<file path="src/rtl/turbo_if_pkg.sv">
// Shared defaults, counter widths and the parameter-legality check for the
// turbo decoder input path.
package turbo_if_pkg;

  localparam int BUS_DEF                   = 534;
  localparam int ST_PER_BUS_DEF            = 512;
  localparam int ST_DEF                    = 8;
  localparam int NUM_ST_PER_BUS_DEF        = 64;
  localparam int NUM_BUS_PER_TURBO_PKT_DEF = 25;
  localparam int ST_PER_TURBO_PKT_DEF      = 1542;

  localparam int BEAT_W = $clog2(NUM_ST_PER_BUS_DEF);
  localparam int WORD_W = $clog2(NUM_BUS_PER_TURBO_PKT_DEF);
  localparam int PKT_W  = $clog2(ST_PER_TURBO_PKT_DEF);

  // IDLE: sitting on a packet boundary. STREAM: a packet is part-way out.
  typedef enum logic {
    IDLE   = 1'b0,
    STREAM = 1'b1
  } state_e;

  // The last bus word of a packet must carry at least one beat, and the
  // payload must slice evenly into stream beats.
  function automatic logic params_legal(input int bus, input int st_per_bus,
                                        input int st, input int num_st,
                                        input int num_bus, input int st_pkt);
    return (bus >= st_per_bus) && (st * num_st == st_per_bus) &&
           ((num_bus - 1) * num_st < st_pkt) && (st_pkt <= num_bus * num_st);
  endfunction

endpackage

</file>
<file path="src/rtl/bus2st_pingpong.sv">
// Two-entry word store: alternating write/read slots with an occupancy count.
module bus2st_pingpong #(
  parameter int W = 512
) (
  input  logic         clk,
  input  logic         rst_n,
  input  logic         push_i,
  input  logic [W-1:0] wr_data_i,
  input  logic         pop_i,
  output logic [W-1:0] rd_data_o,
  output logic         full_o,
  output logic         empty_o
);

  logic [W-1:0] mem_q [2];
  logic         wr_ptr_q;
  logic         rd_ptr_q;
  logic [1:0]   count_q;
  logic [1:0]   count_d;

  // Payload slots carry no reset; only the bookkeeping below is reset.
  always_ff @(posedge clk) begin
    if (push_i) mem_q[wr_ptr_q] <= wr_data_i;
  end

  // Occupancy: a push and pop in the same cycle cancel out.
  always_comb begin
    count_d = count_q;
    case ({push_i, pop_i})
      2'b10:   count_d = count_q + 2'd1;
      2'b01:   count_d = count_q - 2'd1;
      default: count_d = count_q;
    endcase
  end

  // Pointer and count registers.
  always_ff @(posedge clk or negedge rst_n) begin
    if (!rst_n) begin
      wr_ptr_q <= 1'b0;
      rd_ptr_q <= 1'b0;
      count_q  <= 2'd0;
    end else begin
      if (push_i) wr_ptr_q <= ~wr_ptr_q;
      if (pop_i)  rd_ptr_q <= ~rd_ptr_q;
      count_q <= count_d;
    end
  end

  assign rd_data_o = mem_q[rd_ptr_q];
  assign full_o    = (count_q == 2'd2);
  assign empty_o   = (count_q == 2'd0);

endmodule

</file>
<file path="src/rtl/bus2st_tx.sv">
// Bus-word to Avalon-ST serializer: buffers two words and emits ST-bit beats,
// lowest slice first, framing each turbo packet with sop/eop.
module bus2st_tx
  import turbo_if_pkg::*;
#(
  parameter int BUS                   = BUS_DEF,
  parameter int ST_PER_BUS            = ST_PER_BUS_DEF,
  parameter int ST                    = ST_DEF,
  parameter int NUM_ST_PER_BUS        = NUM_ST_PER_BUS_DEF,
  parameter int NUM_BUS_PER_TURBO_PKT = NUM_BUS_PER_TURBO_PKT_DEF,
  parameter int ST_PER_TURBO_PKT      = ST_PER_TURBO_PKT_DEF
) (
  input  logic           clk_bus,
  input  logic           rst_n,
  input  logic [BUS-1:0] bus_data,
  input  logic           bus_en,
  output logic           bus_ready,
  output logic [ST-1:0]  st_data,
  output logic           st_valid,
  output logic           st_sop,
  output logic           st_eop,
  input  logic           st_ready,
  output logic           pkt_done,
  output logic           err_overflow
);

  localparam int BEAT_BITS = $clog2(NUM_ST_PER_BUS);
  localparam int WORD_BITS = $clog2(NUM_BUS_PER_TURBO_PKT);
  localparam int PKT_BITS  = $clog2(ST_PER_TURBO_PKT);
  localparam logic [BEAT_BITS-1:0] BEAT_LAST = BEAT_BITS'(NUM_ST_PER_BUS - 1);
  localparam logic [PKT_BITS-1:0]  PKT_LAST  = PKT_BITS'(ST_PER_TURBO_PKT - 1);

  if (!params_legal(BUS, ST_PER_BUS, ST, NUM_ST_PER_BUS,
                    NUM_BUS_PER_TURBO_PKT, ST_PER_TURBO_PKT)) begin : g_param_check
    $error("bus2st_tx: illegal parameter combination");
  end

  logic                  enable_q;
  logic                  err_q;
  logic                  pkt_done_q;
  logic [BEAT_BITS-1:0]  beat_cnt_q, beat_cnt_d;
  logic [WORD_BITS-1:0]  word_cnt_q, word_cnt_d;
  logic [PKT_BITS-1:0]   pkt_beat_q, pkt_beat_d;
  state_e                state_q, state_d;

  logic                  push, pop, xfer, beat_last, pkt_last;
  logic                  full, empty;
  logic [ST_PER_BUS-1:0] rd_data;
  logic [ST-1:0]         slice_w [NUM_ST_PER_BUS];
  logic                  unused_bits;

  // Bits above the payload and the word index are carried but not consumed.
  assign unused_bits = ^{bus_data[BUS-1:ST_PER_BUS], word_cnt_q};

  assign bus_ready = enable_q & ~full;
  assign push      = bus_en & bus_ready;
  assign st_valid  = ~empty;
  assign xfer      = st_valid & st_ready;
  assign beat_last = (beat_cnt_q == BEAT_LAST);
  assign pkt_last  = (pkt_beat_q == PKT_LAST);
  // The eop beat also retires a partially consumed last word.
  assign pop       = xfer & (beat_last | pkt_last);

  bus2st_pingpong #(
    .W (ST_PER_BUS)
  ) u_store (
    .clk       (clk_bus),
    .rst_n     (rst_n),
    .push_i    (push),
    .wr_data_i (bus_data[ST_PER_BUS-1:0]),
    .pop_i     (pop),
    .rd_data_o (rd_data),
    .full_o    (full),
    .empty_o   (empty)
  );

  for (genvar gi = 0; gi < NUM_ST_PER_BUS; gi++) begin : g_slice
    assign slice_w[gi] = rd_data[gi*ST +: ST];
  end

  assign st_data      = slice_w[beat_cnt_q];
  assign st_sop       = st_valid & (state_q == IDLE);
  assign st_eop       = st_valid & pkt_last;
  assign pkt_done     = pkt_done_q;
  assign err_overflow = err_q;

  // Beat/word/packet counters and packet-boundary state; eop wins over end-of-word.
  always_comb begin
    state_d    = state_q;
    beat_cnt_d = beat_cnt_q;
    word_cnt_d = word_cnt_q;
    pkt_beat_d = pkt_beat_q;
    if (xfer) begin
      if (pkt_last) begin
        beat_cnt_d = '0;
        word_cnt_d = '0;
        pkt_beat_d = '0;
        state_d    = IDLE;
      end else begin
        pkt_beat_d = pkt_beat_q + 1'b1;
        state_d    = STREAM;
        if (beat_last) begin
          beat_cnt_d = '0;
          word_cnt_d = word_cnt_q + 1'b1;
        end else begin
          beat_cnt_d = beat_cnt_q + 1'b1;
        end
      end
    end
  end

  // State, counters, enable, completion pulse and sticky overflow flag.
  always_ff @(posedge clk_bus or negedge rst_n) begin
    if (!rst_n) begin
      state_q    <= IDLE;
      beat_cnt_q <= '0;
      word_cnt_q <= '0;
      pkt_beat_q <= '0;
      enable_q   <= 1'b0;
      err_q      <= 1'b0;
      pkt_done_q <= 1'b0;
    end else begin
      state_q    <= state_d;
      beat_cnt_q <= beat_cnt_d;
      word_cnt_q <= word_cnt_d;
      pkt_beat_q <= pkt_beat_d;
      enable_q   <= 1'b1;
      err_q      <= err_q | (bus_en & ~bus_ready);
      pkt_done_q <= xfer & pkt_last;
    end
  end

endmodule

</file>
<file path="config.mk">
export PLATFORM = sky130hd
export DESIGN_NAME = bus2st_tx
export DESIGN_NICKNAME = d
export VERILOG_FILES = /design/src/rtl/turbo_if_pkg.sv /design/src/rtl/bus2st_pingpong.sv /design/src/rtl/bus2st_tx.sv
export SDC_FILE = /design/constraint.sdc
export NUM_CORES = 1
export LEC_CHECK = 0
export CAP_MARGIN = 20
export CORE_MARGIN = 2
export CORE_UTILIZATION = 55
export CTS_BUF_LIST = sky130_fd_sc_hd__clkbuf_8
export DETAILED_ROUTE_END_ITERATION = 10
export DONT_BUFFER_PORTS = 1
export PLACE_DENSITY = 0.74
export SLEW_MARGIN = 20
export SYNTH_ARGS = -nofsm -noshare
export SYNTH_HDL_FRONTEND = slang
export SYNTH_HIERARCHICAL = 1
export SYNTH_SLANG_ARGS = --single-unit
</file>
<file path="constraint.sdc">
create_clock -name clk_bus -period 30 [get_ports clk_bus]
set_input_delay 6 -clock clk_bus [delete_from_list [all_inputs] [get_ports clk_bus]]
set_output_delay 6 -clock clk_bus [all_outputs]
set_load 0.03 [all_outputs]
</file>
* Word level (Yosys, flattened, before mapping)
Memories as Yosys holds them, arrays and structs flattened. Cells that the tools add are included.
Operators by class: bitwise operators 17, order comparisons 1, eq/ne operators 5, reductions and logical operators 2, add/sub/neg operators 4, mux-type cells 10
Operators with widths (number):
- binary-select mux 8 bit (select 6 bit) | 1
- 2-to-1 mux 8 bit | 2
- 2-to-1 mux 6 bit | 2
- adder 11 x 1 -> 11 bit, second input constant | 1
- equality test 11 bit, second input constant | 1
- 2-to-1 mux 11 bit | 1
- AND 1 bit | 8
- >= comparator 7 bit, second input constant | 1
- NOT 6 -> 7 bit | 1
- adder 6 x 1 -> 6 bit, second input constant | 1
- equality test 6 bit, second input constant | 1
- NOT 1 bit | 6
- equality test 2 bit, second input constant | 2
- one-hot mux 2 bit (2 select lines) | 1
- 2-to-1 mux 1 bit | 3
- adder 2 x 1 -> 2 bit, second input constant | 1
- equality test 2 x 1 -> 1 bit, second input constant | 1
- logical NOT 2 bit | 1
- bitwise OR 1 bit | 2
- nonzero test 2 bit | 1
- subtractor 2 x 1 -> 2 bit, second input constant | 1
Storage, ports and cells: word-level logic and storage cells 49, memories 1, output and inout bits 14, RAM bits 1024, register bits 25
Memory list:
- u_store.mem_q | depth 2, bits a word 512, read ports 1, clocked after memory_dff 0, wr ports 1, line bus2st_pingpong.sv:15 | logic [W-1:0] mem_q [2];

* Depth between registers and ports, before layout
Gate-level depths: netlist of the first run.
depth in word-level cells 6, depth in mapped cells 10, gate-level depth less buffers 10

* Hierarchy
The synthesis of the first run kept the hierarchy.
By module, submodules not included:
- bus2st_pingpong | cells an instance 1609, instances 1, area each 37315.8 um^2, seq. area each 30849.6 um^2
- bus2st_tx | cells an instance 513, instances 1, area each 5347.6 um^2, seq. area each 525.5 um^2

* Worst setup path before layout of the first run
Ideal clock, no wire load.
path type input to register, from in bus_en, to mem u_store.mem_q[0][0], enable pin, setup time 1.398 ns, slack 1.271 ns, arrival 27.331 ns, path buffers 0, cell stages on the path 3, cell sequence and2_1 -> inv_1 -> nor2_1
Between the ends: longest elaborated chain between the ends 3
Ends and longest elaborated chain:
- from (decl) | line bus2st_tx.sv:16 | input logic bus_en,
- AND 1 bit | line bus2st_tx.sv:56 | assign push = bus_en & bus_ready;
- 2-to-1 mux 1 bit | line bus2st_pingpong.sv:23 | if (push_i) mem_q[wr_ptr_q] <= wr_data_i;
- 2-to-1 mux 1 bit (implied by the code) | line bus2st_pingpong.sv:23
- to (decl) | line bus2st_pingpong.sv:15
No other way between the ends.

* Worst setup path in the final report of the first run
from reg u_store.rd_ptr_q, to out st_data[6]
Between the ends: longest elaborated chain between the ends 4
Ends and longest elaborated chain:
- from (decl) | line bus2st_pingpong.sv:17 | logic rd_ptr_q;
- from (signal assigned) | line bus2st_pingpong.sv:44 | if (pop_i) rd_ptr_q <= ~rd_ptr_q;
- memory read (2 x 512 bit)
- named net rd_data[414] | line bus2st_tx.sv:48 | logic [ST_PER_BUS-1:0] rd_data;
- binary-select mux 8 bit (select 6 bit) | line bus2st_tx.sv:81 | assign st_data = slice_w[beat_cnt_q];
- 2-to-1 mux 8 bit (implied by the code) (2 in series) | line bus2st_tx.sv:81
- to (decl) | line bus2st_tx.sv:18 | output logic [ST-1:0] st_data,
The timed path passes the listed nets, and every way through them passes these cells. The select of a mux whose other input is x is not followed.

==> impl_metrics.toml, run 1 <==
[power]
power.clock.fraction_pct = 26.6
peakVddDrop_mv = 0.0689
power.switching_fraction_pct = 31.4
power_density_nw_per_um2 = 92.4
p_seq_share_pct = 44.9
pwr-share-comb_pct = 28.4
p_int_mw = 2.94
power.net_switching_mw = 1.35
p_leak_nw = 15.0

[min_path]
holdCritPathClass = "register to register"

[sta]
timing.final.crit_period_ns = 12.40
worst_slew_pin_slew_ns = 1.15
layout_worst_path_cycle_share_pct = 41.3
max_freq_mhz = 80.6
max-slew-margin-rel_pct = 23.0
total_setup_violations_reported_at_the_end_of_the_flow = 0
hold_slack_ns = 0.502
rsz0062_at_grt = "false"
total_negative_slack_for_setup_checks_ns = 0
finalMaxSlewViolations = 0
timing.final.hold_violations = 0
finalClockSkew_ns = 0.0333

[logic_synthesis]
post_synth_num_cell_types = 51
synth.net_count = 2664
synth_top_cell_area_share_pct = 72.1
synthesis.area_per_instance_um2 = 20.1
number_of_storage_elements_in_the_synthesis_netlist = 1049
ys_top_cells_by_count = "edfxtp_1, mux2_2, mux2i_1"
synth_edf_count = 1024
synth_most_common_cell = "edfxtp_1"
cell_area_after_technology_mapping_um2 = 42700
post-synth-top-area-cell = "edfxtp_1"
postSynth.topFlopCell = "edfxtp_1"
synth_async_sr_flop_share_pct = 2.38
synth_seq_area_share_pct = 73.5
synth_cells = 2122
post_synth_main_area_contributors = "edfxtp_1, mux2_2, mux4_2, mux2i_1, buf_6"
yosys_warnings = 6

[placed_design]
numPortBuffers = 0
detailed_place_hpwl_um = 63600
globalplace.congestion = 0.793
numPlacedInstances = 3082

[clocking]
ctsHoldBuffers = 0
clock_insertion_delay_worst_skew_ns = 0.81
clkSlewWorstSetupHoldPaths_ns = 0.06
ctsLongestPathBuffers = 3
tritoncts_num_sinks = 1049
cts_tree = "yes"
cts_setup_buffers = 0
cts_root_buffer = "clkbuf_8"
cts.repair.resized = 0
numCtsBuffers = 162
htree_num_levels = 4

[floorplanning]
die_x_extent_um = 283
design.die.area_um2 = 79800
design.core.area_um2 = 77100
fp-row-count = 102
start_util_pct = 55.3
die-height_um = 283
ioPinCount = 552

[route]
drt_iter0_markers = 1398
postRouteWirelength_um = 95700
wl_per_cell_um = 28.2
antenna_violating_nets_post_route = 0
post_dr_vias_cell = 5.83
remaining_drc_errors = 0
route.vias.total = 19800
first_pass_iters = 5

[final_layout]
nFillCells = 5534
layout-area-overhead-vs-synth_pct = 8.80
final_core_util_pct = 60.2
drive_gt1_share_pct = 36.1
finish.cell_count_without_fillers = 3397
finalNetCount = 2749

[setup_path]
cp_data_arrival_time_ns = 6.40
timing_worst_setup_path_type = "register to output port"
critPathLaunchType = "register"
crit_path_end_kind = "output port"
critical_path_peak_fanout = 152
critical_path_required_ns = 24.00
ff2ff_setup_slack_ns = 24.78

[global_route]
grt_first_pass_wirelength_um = 135000
grt.total_usage_pct = 23.7
number_of_global_route_vias_before_repair = 21300
grt_max_degree = 153
grt_antenna_before_repair = 7
total_congestion_overflow = 0

[run]
timing.max_cap.violations = 0

[status]
run_status = "finished clean"
-- metal layers --
metal | GRT usage [%] | share of wire (%) | routed length (um) | up-vias
met3 | 10.1 | 9.7 | 9290 | 173
met1 | 26.3 | 36 | 34400 | 10100
li1 | - | - | - | 8807
met2 | 40.0 | 51 | 48900 | 678
met5 | 0 | 0.041 | 39 | -
met4 | 9.97 | 3.3 | 3160 | 6
-- layout make-up --
type                       count  area [um^2]  area share, %
multi-input combinational    952        10200           22.0
clock buffer                 164         2260           4.86
sequential                  1049        31400           67.6
inverter                       8         30.0         0.0647
tap                         1040         1300           2.80
timing repair buffer          34          304          0.655
antenna                       17         42.5         0.0916
clock inverter               133          868           1.87
-- sequential cells by signal, indices dropped and copies added (netlist names) --
signal / cells
state_q: 1
beat_cnt_q: 6
u_store/wr_ptr_q: 1
pkt_beat_q: 11
u_store/rd_ptr_q: 1
u_store/count_q: 2
err_overflow: 1
pkt_done: 1
u_store/mem_q: 1024
enable_q: 1
-- cells by family (layout without fill, tap and decap cells) --
family | count (synthesis) | in the layout | share of synthesized area, %
buffers and inverters | 121 | 339 | 2.54
AO/OA/AOI/OAI | 137 | 137 | 2.29
multiplexers | 697 | 697 | 20.1
flip-flops | 1049 | 1049 | 73.5
adder cells (fa/ha/maj) | 4 | 4 | 0.117
XOR/XNOR | 15 | 15 | 0.308
other | 1 | 18 | 0.00879
AND/OR/NAND/NOR | 98 | 98 | 1.13
-- placed cells by master (no fill, tap or decap), drive strengths merged, types with 13 or more instances in the layout --
| master | n |
|---|---|
| edfxtp | 1024 |
| a221oi | 25 |
| mux2 | 515 |
| inv | 60 |
| mux2i | 107 |
| o22ai | 13 |
| dfrtp | 25 |
| nor2 | 20 |
| clkinv | 72 |
| diode | 17 |
| o21ai | 28 |
| o221ai | 13 |
| a21oi | 21 |
| buf | 34 |
| nand2 | 38 |
| mux4 | 75 |
| clkbuf | 164 |
-- path summary, 6_finish.rpt --
path	end	startpoint	depth (start not counted)
min in group asynchronous	pkt_beat_q[5]	rst_n	0
hold reg to reg	u_store/count_q[1]	u_store/count_q[1]	1
setup / recovery	st_data[6]	u_store/rd_ptr_q	8
setup reg to reg	u_store/mem_q[1][456]	u_store/count_q[1]	8
max in group asynchronous	u_store/rd_ptr_q	rst_n	0
hold / removal	u_store/count_q[1]	u_store/count_q[1]	1
-- power by group through the flow --
stage / Sequential [mW] / Combinational [mW] / Clock (mW)
floorplan: 2.02 / 1.00 / 0
global placement: 1.95 / 1.22 / 0
detailed placement: 1.96 / 1.23 / 0
CTS: 1.93 / 1.24 / 1.17
global route: 1.94 / 1.30 / 1.23
finish: 1.93 / 1.22 / 1.14
-- stage by stage --
step                instance area [um^2]  power [mW]  setup WS, ns
floorplan                          42700        3.02          1.27
global placement                   43200        3.16         18.59
detailed placement                 43200        3.19         18.49
CTS                                46300        4.33         17.60
global route                       46400        4.47         17.35
finish                             46400        4.29         17.60
-- critical path: stages, from the launching register on --
cell	delay [ns]
dfrtp_4	1.00
buf_12	0.54
buf_4	0.87
buf_4	0.89
mux2_2	0.42
mux4_2	0.51
o21ai_0	0.33
nand2_1	0.11
a32o_1	0.42
Note: power is estimated with default switching activity, not from simulation.
==> run 2: changes to the inputs <==
PLACE_DENSITY = 0.77   (was 0.74)
clock period = 10.2 ns   (was 30 ns; I/O delays follow)
==> run 2 against run 1 <==
- via count fell by 0.31%
- final cell count barely moved
- largest cell class unchanged
- highest routed layer unchanged
- worst setup slack got worse by 14 ns
==> impl_metrics.toml, run 2 (synthesis results as in run 1) <==
[sta]
max-slew-margin-rel_pct = 17.2
worst_slew_pin_slew_ns = 1.24
finalClockSkew_ns = 0.0337
finalMaxSlewViolations = 0
rsz0062_at_grt = "false"
max_freq_mhz = 146
timing.final.hold_violations = 0
timing.final.crit_period_ns = 6.87
layout_worst_path_cycle_share_pct = 67.3
total_negative_slack_for_setup_checks_ns = 0
total_setup_violations_reported_at_the_end_of_the_flow = 0

[setup_path]
crit_path_end_kind = "output port"
timing.critical_path.max_delay_family = "compound AO/OA/AOI/OAI gates"
reg2reg_from = "u_store/count_q[1]"
critical_path_required_ns = 8.16
cpMaxStageDelayCell = "buf_4"
timing_worst_setup_path_type = "register to output port"
crit_buf_inv = 1
critical_path_peak_fanout = 56
timing.critical_path.depth = 6
cell_chain_of_the_critical_path = "buf_4 > mux2i_1 > a22oi_1 > nand3_1 > a22oi_1 > o221a_1"
ff2ff_setup_slack_ns = 6.28
path_common_cell = "a22oi_1"
slowest_delay_ns = 0.96
worstReg2RegEnd = "u_store/mem_q[0][481]"
cp_data_arrival_time_ns = 4.83
critPathLaunchType = "register"
reg2reg_depth = 8

[power]
p_seq_share_pct = 45.1
p_int_mw = 8.53
p_leak_nw = 15.0
power.net_switching_mw = 3.94
pwr-share-comb_pct = 29.2
peakVddDrop_mv = 0.175
power_density_nw_per_um2 = 269
power.switching_fraction_pct = 31.6
power.clock.fraction_pct = 25.7

[final_layout]
finalInstanceArea_um2 = 46300
biggestRegsByFlops = "u_store/mem_q: 1024 flops, pkt_beat_q: 11 flops, beat_cnt_q: 6 flops"
finalNetCount = 2747
commonest_non_fill_non_tap_cell_in_the_layout = "edfxtp_1"
largest_register_ffs = 1024
commonest_cells_after_routing_fill_and_taps_aside = "edfxtp_1, mux2_2, clkbuf_8"
layout-area-overhead-vs-synth_pct = 8.63
top_register = "u_store/mem_q"
drive_gt1_share_pct = 35.9

[clocking]
ctsLongestPathBuffers = 3
htree_num_levels = 4
numCtsBuffers = 164
clock_insertion_delay_worst_skew_ns = 0.79
cts_tree = "yes"
cts_root_buffer = "clkbuf_8"
cts.repair.resized = 0
ctsHoldBuffers = 0
clkSlewWorstSetupHoldPaths_ns = 0.06
tritoncts_num_sinks = 1049
cts_setup_buffers = 0

[floorplanning]
ioPinCount = 552
design.core.area_um2 = 77100
fp-row-count = 102
die_x_extent_um = 283
start_util_pct = 55.3
design.die.area_um2 = 79800
die-height_um = 283

[status]
run_status = "finished clean"

[global_route]
total_congestion_overflow = 0
grt_antenna_before_repair = 8
grt_max_degree = 195
number_of_global_route_vias_before_repair = 21300
grt.total_usage_pct = 23.5
grt_first_pass_wirelength_um = 134000

[route]
remaining_drc_errors = 0
post_dr_vias_cell = 5.82
postRouteWirelength_um = 95100
route.vias.total = 19800
drt_iter0_markers = 1695
wl_per_cell_um = 28.0
first_pass_iters = 5
antenna_violating_nets_post_route = 0

[placed_design]
numPortBuffers = 0
globalplace.congestion = 0.790
detailed_place_hpwl_um = 63000
placed_area_um2 = 43200

[run]
timing.max_cap.violations = 0

[min_path]
worstHoldEndpoint = "pkt_beat_q[5]"
worst_hold_path.num_cells = 1
min-delay-start = "pkt_beat_q[5]"
holdCritPathClass = "register to register"
==> run 2: how the worst max path moves through the flow <==
| stage | start | to | slack, ns |
|---|---|---|---|
| floorplan | bus_en | u_store/mem_q[0][0] | 0.01 |
| global route | beat_cnt_q[0] | st_data[3] | 3.11 |
| detailed placement | beat_cnt_q[0] | st_data[3] | 4.10 |
| global placement | beat_cnt_q[0] | st_data[3] | 4.08 |
| CTS | beat_cnt_q[0] | st_data[3] | 3.20 |
| finish | beat_cnt_q[0] | st_data[3] | 3.33 |
==> run 2: layer usage <==
| layer | up-vias | global-route usage, % | part of all wire, % | wire (um) |
|---|---|---|---|---|
| li1 | 8796 | - | - | - |
| met1 | 10100 | 25.9 | 36 | 33800 |
| met2 | 707 | 39.6 | 51 | 48600 |
| met3 | 190 | 9.88 | 9.8 | 9290 |
| met4 | 4 | 10.5 | 3.5 | 3330 |
| met5 | - | 0 | 0.028 | 27 |
==> run 2: power by group through the flow <==
| stage | Clock, mW | Sequential, mW | Combinational, mW |
|---|---|---|---|
| after floorplan | 0 | 5.67 | 2.94 |
| after global placement | 0 | 5.68 | 3.62 |
| after detailed placement | 0 | 5.72 | 3.68 |
| after CTS | 3.28 | 5.63 | 3.70 |
| after global routing | 3.44 | 5.67 | 3.88 |
| final | 3.21 | 5.62 | 3.64 |
==> run 2: cell type report <==
class	instances	area, um^2
clock inverters	132	698
clock buffers	166	2280
diodes	19	47.5
multi-input cells	952	10200
repair buffers	30	360
fillers	5510	30700
flip-flops and latches	1049	31400
inverters	8	30.0
well taps	1040	1300
==> run 2: worst register-to-register path, cell delays in order (launching register included) <==
cell and delay (ns):
dfrtp_1 0.40, nor2b_1 0.15, nor2b_1 0.66, and2_4 0.29
inv_2 0.05, nor2_4 0.14, buf_12 0.28, buf_16 0.61
buf_4 0.86
==> run 2: per-stage QoR <==
step,utilization [%],setup slack [ns],hold slack (ns),instances,power [mW]
floorplan,-,0.0103,0.456,2122,8.62
global placement,56.1,4.08,0.475,3077,9.29
detailed placement,56.1,4.10,0.493,3077,9.40
CTS,60.0,3.20,0.502,3375,12.6
global route,60.1,3.11,0.523,3388,13.0
finish,60.1,3.33,0.503,3396,12.5
